--- src/rtl/pulse_train_generator.sv ---
// Programmable psi pulse generator: period and high time follow a clamped divider.
// The divider is sampled only at period boundaries so psi never glitches mid-period.
module pulse_train_generator #(
  parameter int DIV_W   = 8,
  parameter int MIN_DIV = 2
) (
  input  logic             clk,
  input  logic             rst,
  input  logic             en,
  input  logic [DIV_W-1:0] div,
  output logic             psi,
  output logic             period_start,
  output logic             period_done,
  output logic [DIV_W-1:0] cur_div,
  output logic             busy
);

  typedef enum logic [1:0] {S_IDLE, S_HIGH, S_LOW} state_t;

  localparam logic [DIV_W-1:0] MIN_DIV_V = DIV_W'(MIN_DIV);
  localparam logic [DIV_W-1:0] RESET_DIV = DIV_W'(8'h7F);
  localparam logic [DIV_W-1:0] ONE       = DIV_W'(1);

  state_t           r_state;
  logic             r_psi;
  logic             r_start;
  logic             r_done;
  logic             r_busy;
  logic [DIV_W-1:0] r_cur_div;
  logic [DIV_W-1:0] r_count;

  logic [DIV_W-1:0] w_eff;
  logic [DIV_W-1:0] w_h;
  logic [DIV_W-1:0] w_l;

  assign w_eff = (div < MIN_DIV_V) ? MIN_DIV_V : div;
  // Phase lengths come from the latched divider, never the live input.
  assign w_h   = r_cur_div >> 1;
  assign w_l   = r_cur_div - w_h;

  always_ff @(posedge clk or negedge rst) begin
    if (!rst) begin
      r_state   <= S_IDLE;
      r_psi     <= 1'b0;
      r_start   <= 1'b0;
      r_done    <= 1'b0;
      r_busy    <= 1'b0;
      r_cur_div <= RESET_DIV;
      r_count   <= '0;
    end else begin
      case (r_state)
        S_IDLE: begin
          r_psi   <= 1'b0;
          r_start <= 1'b0;
          r_done  <= 1'b0;
          r_busy  <= 1'b0;
          if (en) begin
            r_cur_div <= w_eff;
            r_state   <= S_HIGH;
            r_psi     <= 1'b1;
            r_start   <= 1'b1;
            r_busy    <= 1'b1;
            r_count   <= ONE;
          end
        end
        S_HIGH: begin
          r_start <= 1'b0;
          if (r_count == w_h) begin
            r_state <= S_LOW;
            r_psi   <= 1'b0;
            r_count <= ONE;
            r_done  <= (w_l == ONE);
          end else begin
            r_count <= r_count + ONE;
          end
        end
        S_LOW: begin
          if (r_count == w_l) begin
            r_done <= 1'b0;
            if (en) begin
              r_cur_div <= w_eff;
              r_state   <= S_HIGH;
              r_psi     <= 1'b1;
              r_start   <= 1'b1;
              r_count   <= ONE;
            end else begin
              r_state <= S_IDLE;
              r_busy  <= 1'b0;
              r_count <= '0;
            end
          end else begin
            r_count <= r_count + ONE;
            r_done  <= ((r_count + ONE) == w_l);
          end
        end
        default: begin
          r_state <= S_IDLE;
          r_psi   <= 1'b0;
          r_start <= 1'b0;
          r_done  <= 1'b0;
          r_busy  <= 1'b0;
          r_count <= '0;
        end
      endcase
    end
  end

  assign psi          = r_psi;
  assign period_start = r_start;
  assign period_done  = r_done;
  assign cur_div      = r_cur_div;
  assign busy         = r_busy;

endmodule
--- config.mk ---
export PLATFORM = sky130hd
export DESIGN_NAME = pulse_train_generator
export DESIGN_NICKNAME = d
export VERILOG_FILES = /design/src/rtl/pulse_train_generator.sv
export SDC_FILE = /design/constraint.sdc
export NUM_CORES = 1
export LEC_CHECK = 0
export ABC_CLOCK_PERIOD_IN_PS = 3800
export CORE_ASPECT_RATIO = 1.25
export CORE_MARGIN = 2
export CORE_UTILIZATION = 50
export DETAILED_ROUTE_END_ITERATION = 10
export GPL_ROUTABILITY_DRIVEN = 0
export HOLD_SLACK_MARGIN = 0.03
export PLACE_DENSITY = 0.75
export SYNTH_ARGS = -nofsm -noshare
export SYNTH_HDL_FRONTEND = slang
export SYNTH_SLANG_ARGS = --single-unit
--- constraint.sdc ---
create_clock -name clk -period 3.8 [get_ports clk]
set_input_delay 0.76 -clock clk [delete_from_list [all_inputs] [get_ports clk]]
set_output_delay 0.76 -clock clk [all_outputs]
set_load 0.02 [all_outputs]
==> results of run 1 <==
==> stage by stage <==
step	hold WS, ps	instances	setup slack, ps	utilization (%)	total power [mW]
after CTS	502.4	254	297.2	60.88	2.322
after detailed placement	472.7	250	321.2	59.32	2.118
after global placement	475.1	250	377.8	59.32	2.098
after floorplan	464.4	197	463.9	-	1.769
final	495.3	254	284.2	60.88	2.312
after global routing	539.2	254	46.03	60.88	2.517
==> worst paths after layout <==
| check | slack [ps] | end |
|---|---|---|
| min | 500 | period_done$_DFFE_PN0P_ |
| max reg2reg | 280 | r_state[1]$_DFFE_PN0P_ |
| max in group asynchronous | 2120 | psi$_DFFE_PN0P_ |
| min in group asynchronous | 1060 | r_state[0]$_DFFE_PN0P_ |
| max | 280 | r_state[1]$_DFFE_PN0P_ |
| min reg2reg | 500 | period_done$_DFFE_PN0P_ |
==> cell type report <==
| class | count | area share, % |
|---|---|---|
| tap | 39 | 2.262 |
| sequential | 22 | 25.93 |
| inverter | 17 | 2.958 |
| clock buffer | 4 | 2.552 |
| multi-input combinational | 150 | 56.09 |
| timing repair buffer | 22 | 10.21 |
==> logic make-up after synthesis <==
group                    after synthesis  share of synthesized area [%]
XOR/XNOR                              33                          16.95
AO/OA/AOI/OAI                         40                          16.34
buffers and inverters                 25                          5.291
flip-flops                            22                          29.94
adder cells (fa/ha/maj)               14                          9.779
AND/OR/NAND/NOR                       52                          15.07
multiplexers                          11                          6.631
==> routing by layer <==
| layer | vias up | routed length [µm] |
|---|---|---|
| met5 | - | 0 |
| met4 | 0 | 151 |
| met3 | 15 | 136 |
| met2 | 35 | 1991 |
| met1 | 722 | 1731 |
| li1 | 732 | - |
==> worst max-delay path, cell delays in order, from the launching register on <==
cell	delay [ps]
dfstp_2	620
ha_1	170
inv_1	50
fa_1	390
xnor2_1	250
xnor2_1	130
nor4_1	280
nand4_1	170
or4_1	650
a21o_1	260
nand2b_4	150
mux2_4	300
==> placed cells by master (no fill, tap or decap), types with 3 or more instances in the layout <==
cell / count
dfstp_2: 7
a21o_1: 3
nand3_1: 3
a22o_1: 5
nor4_1: 7
mux2i_1: 3
ha_1: 13
xnor2_1: 20
and3_1: 5
clkdlybuf4s50_1: 22
clkbuf_8: 4
mux2_2: 7
nor2_1: 7
xor2_1: 11
inv_1: 17
nor2b_1: 4
nand2_1: 12
a21oi_1: 7
dfrtp_1: 15
==> flip-flops by register name, summed over array words and instances (netlist names) <==
register and flops:
r_state 2, busy 1, r_count 8, period_start 1, period_done 1, cur_div 8
psi 1
==> power by group through the flow <==
stage	Clock, mW	Sequential (mW)	Combinational, mW
2_1_floorplan	0	0.503	1.27
3_3_place_gp	0	0.466	1.63
3_5_place_dp	0	0.470	1.65
4_1_cts	0.174	0.465	1.68
5_1_grt	0.185	0.481	1.85
6_report	0.169	0.463	1.68
==> results.md, run 1 <==
* Yosys top cell area share at 20.09%
* Clock tree from TritonCTS: done
* Register area at about 560 µm²
* Routed vias at 1,504
* Design Area, Final at 2157 µm²
* Switching power at 1.059 mW
* Switching Share at 45.80%
* Final Cycle Share at 92.52%
* Clk Tree Root Cell: clkbuf_8
* Crit. Startpoint: cur_div[1]$_DFFE_PN1P_
* Boundary pin count at 23
* Initial core utilization at 52.72%
* Area grow syn2layout at 15.47%
* Area of the multi-input gates at 1210 µm²
* Worst EP arrival at 3670 ps
* H-tree levels at 1
* Setup crit start kind: flop
* Share of cells above drive strength 1 at a little under an eighth
* Fillers at 320
* Total Wirelength at roughly 4 mm
* Clock latency on the worst-skew pair at 270 ps
* Detail Placement HPWL at 3.019 mm
* Synthesized flop and latch total at 22
* Port Buffers at 22
* Worst reg2reg startpoint: cur_div[1]$_DFFE_PN1P_
* Min-delay src: period_done$_DFFE_PN0P_
* RSZ-0062 raised after global routing: false
* Maximum VDD drop at roughly 0.58 mV
* Met1 GRT Util at 24.69%
* Row Count at 24
* Synthesized net count at around 220
* Routed len/inst at 15.79 µm
* Cts repair resizes at 0
* Busiest grt layer: met2
* Vias in the first global route at 1,577
* Worst Max-Slew Pin Slew at 1036 ps
* Hold Buf Count CTS at 0
* Initial antenna violation count at 0
* Worst Hold Depth at 1
* Synth cell count leaders: xnor2_1, inv_1, dfrtp_1
* Postcts setup bufs at 0
* Met2 Usage GRT at 39.70%
* Fmax at 0.2844 GHz
* Max Slew Vio Count at 0
* Max Cap Violations at 0
* Post-synth top area cell: dfrtp_1
* Mapped Cells at 197
* Crit end category: flop
* Minimum clock period after layout at approximately 3500 ps
* Chip width at 58.67 µm
* Endpoints failing setup at 0
* M3 GR Usage at 2.674%
* Total Routing Usage GR at 21.96%
* Clock network fraction of total power at 7.3%
* EDFF count, synth at 0
* Clk sinks at 22
* ANT cells at 0
* Core area at roughly 3500 µm²
* Slew headroom at 30.74%
* Critical Path RT at a little under 4000 ps
* Clock buffer count from CTS at 3
* Die ar. at 4244 µm²
* # DRC at 0
* CTS clk-pin slew, worst paths at 80 ps
* Final Hold Fails at 0
* Worst Skew at ~4.4 ps
* Placed cell areas at 2102 µm²
* Largest buffer count on any clock path at 2
* First-pass GRT wire length at roughly 7.2 mm
* DRT iter0 DRCs at 58
* Worst min path class: reg2reg
* Kind of critical path: reg2reg
* Synth area leaders: dfrtp_1, dfstp_2, xnor2_1
* Number of nets in the layout at 241
* Post-synthesis sequential area ratio at 29.94%
* Comb pwr share at 72.7%
* Synth warnings at 0
* Flop pwr share at 20.0%
* Via/cell ratio at between 5 and 6
* Syn avg cell area at 9.482 µm²
* Largest net degree at the start of global routing at 23
* Mapped cell area at around 1900 µm²
* Asr flop ratio synth at 100.0%
* Remaining antenna violation count at 0
* Congestion Overflow GR at 0
* Setup TNS at 0 ps
* Die Ht at 72.34 µm
* Status: complete, no violations
* TritonRoute pass-1 iters at 4
* Most frequent cell after synthesis: xnor2_1
* R2R depth at 11
* Most used flip-flop cell after synthesis: dfrtp_1
* Internal at between 1 and 1.5 mW
* LEAKAGE at 0.9636 nW
* Synth cell types at 49
* Pwr dens at between 1000 and 1500 nW/µm²
* Critical path fanouts, max at 7
(Power assumes the default switching activity.)
==> inputs of run 2 (changes only) <==
--- a/config.mk
+++ b/config.mk
@@ -11,6 +11,7 @@
 export CORE_UTILIZATION = 50
 export DETAILED_ROUTE_END_ITERATION = 10
 export GPL_ROUTABILITY_DRIVEN = 0
+export GPL_TIMING_DRIVEN = 0
 export HOLD_SLACK_MARGIN = 0.03
 export PLACE_DENSITY = 0.75
 export SYNTH_ARGS = -nofsm -noshare
==> run 2 against run 1 <==
Clock skew is 1.1 ps higher. Setup slack worse by 16 ps. Sequential share of layout area is 0.47 points lower. Die area stayed put. Non-clock buffer count is 8 higher. Via count is 0.27% higher. Count of clock-buffer cells in the layout stayed put.
==> results.md, run 2 (synthesis gave the netlist of run 1 again) <==
* Clk sinks at 22
* Largest buffer count on any clock path at 2
* Crit end category: flop
* Remaining antenna violation count at 0
* Initial antenna violation count at 0
* Worst EP arrival at 3700 ps
* Status: complete, no violations
* RSZ-0062 raised after global routing: false
* Core area at between 3000 and 4000 µm²
* Die ar. at 4244 µm²
* Clock latency on the worst-skew pair at 270 ps
* Chip width at 58.67 µm
* Area grow syn2layout at 17.62%
* Detail Placement HPWL at 3.052 mm
* Minimum clock period after layout at 3532 ps
* Routed vias at 1,508
* Met2 wire len at 2.036 mm
* Max Slew Vio Count at 0
* Via/cell ratio at 5.756
* Final Hold Fails at 0
* Critical Path RT at approximately 4000 ps
* Design Area, Final at 2197 µm²
* Placed Cells at 258
* Commonest non-fill, non-tap cells in the layout: clkdlybuf4s50_1, xnor2_1, inv_1
* Placed cell areas at 2137 µm²
* LEAKAGE at 0.9832 nW
* Share of cells above drive strength 1 at 13.00%
* # DRC at 0
* Maximum VDD drop at 0.5275 mV
* Largest net degree at the start of global routing at 23
* Most common cell after layout, fill and taps aside: clkdlybuf4s50_1
* TritonRoute pass-1 iters at 4
* Pwr dens at 1060 nW/µm²
* Clock buffer count from CTS at 3
* Slew headroom at a little under a third
* Kind of critical path: reg2reg
* ANT cells at 0
* DR WL met3 at 69 µm
* Final Cycle Share at 92.94%
* Worst Hold Depth at 1
* Setup crit start kind: flop
* Worst min path class: reg2reg
* Boundary pin count at 23
* Clk Tree Root Cell: clkbuf_8
* CTS clk-pin slew, worst paths at 90 ps
* Met1 Wirelength at 1.836 mm
* Tot Pwr at 2.328 mW
* Total Routing Usage GR at 22.05%
* Die Ht at 72.34 µm
* First-pass GRT wire length at 7.238 mm
* Endpoints failing setup at 0
* Port Buffers at 22
* Setup TNS at 0 ps
* Routed len/inst at 15.31 µm
* Fmax at 0.2831 GHz
* Total Wirelength at 4.012 mm
* Max Cap Violations at 0
* Row Count at 24
* Cell Count, Final, Fillers Out at between 200 and 300
* Number of nets in the layout at 249
* Critical path fanouts, max at 7
* Congestion Overflow GR at 0
* Initial core utilization at 52.72%
* DRT iter0 DRCs at 41
* Worst Max-Slew Pin Slew at between 1000 and 1500 ps
* Vias in the first global route at 1,603
* H-tree levels at 1
* DR top layer: met4
* Clock tree from TritonCTS: done
* R2R depth at 12
* Worst Skew at roughly 5.5 ps
run 2: cell count changes in the layout (fill, tap and decap cells not counted):
cell      before  now
buf_2          0    4
clkbuf_1       0    4
nor2_2         1    0
nor2_4         0    1
run 2: per-stage QoR:
stage	utilization (%)	setup WS (ps)	hold slack, ps
3_5_place_dp	60.31	275.4	480.5
2_1_floorplan	-	463.9	464.4
5_1_grt	62.01	11.04	541.4
4_1_cts	61.86	259.4	505.7
6_report	62.01	268.3	506.6
3_3_place_gp	60.31	299.4	476.3
run 2: final timing paths:
kind                                         start                      end  slack [ps]
setup / recovery            cur_div[1]$_DFFE_PN1P_   r_state[1]$_DFFE_PN0P_         270
hold / removal             period_done$_DFFE_PN0P_  period_done$_DFFE_PN0P_         510
setup reg to reg            cur_div[1]$_DFFE_PN1P_   r_state[1]$_DFFE_PN0P_         270
hold reg to reg            period_done$_DFFE_PN0P_  period_done$_DFFE_PN0P_         510
max in group asynchronous                      rst   r_count[3]$_DFFE_PN0P_        2150
min in group asynchronous                      rst         busy$_DFFE_PN0P_        1040
run 2: routing by layer:
| layer | GRT usage [%] | vias up |
|---|---|---|
| met1 | 28.23 | 726 |
| met4 | 8.586 | 0 |
| met5 | 0 | - |
| met3 | 1.961 | 7 |
| met2 | 38.08 | 27 |
| li1 | - | 748 |
run 2: layout make-up:
cell class / count / area (µm²)
Sequential cell: 22 / 559.3
Clock buffer: 4 / 55.05
Timing Repair Buffer: 22 / 220.2
Inverter: 17 / 63.81
Buffer: 8 / 35.03
Multi-Input combinational cell: 150 / 1215
Tap cell: 39 / 48.80
Fill cell: 314 / 1346
run 2: timing repair:
| item | CTS | global route |
|---|---|---|
| hold buffers | 0 | 0 |
| gates resized for setup | 0 | 1 |
| setup endpoints to repair | 0 | 1 |
| setup buffers | 0 | 0 |
run 2: where the power goes:
part | internal, mW | total [mW] | switching [mW]
sequential | 0.345 | 0.449 | 0.103
clock | 0.0927 | 0.176 | 0.0834
combinational | 0.823 | 1.70 | 0.880
run 2: critical path, cell delays in order, from the launching register on:
cell      delay [ps]
dfstp_2          620
ha_1             160
inv_1             40
fa_1             390
xnor2_1          280
xnor2_1          140
nor4_1           290
nand4_1          170
or4_1            480
buf_2            180
a21o_1           220
nand2b_4         150
mux2_4           290
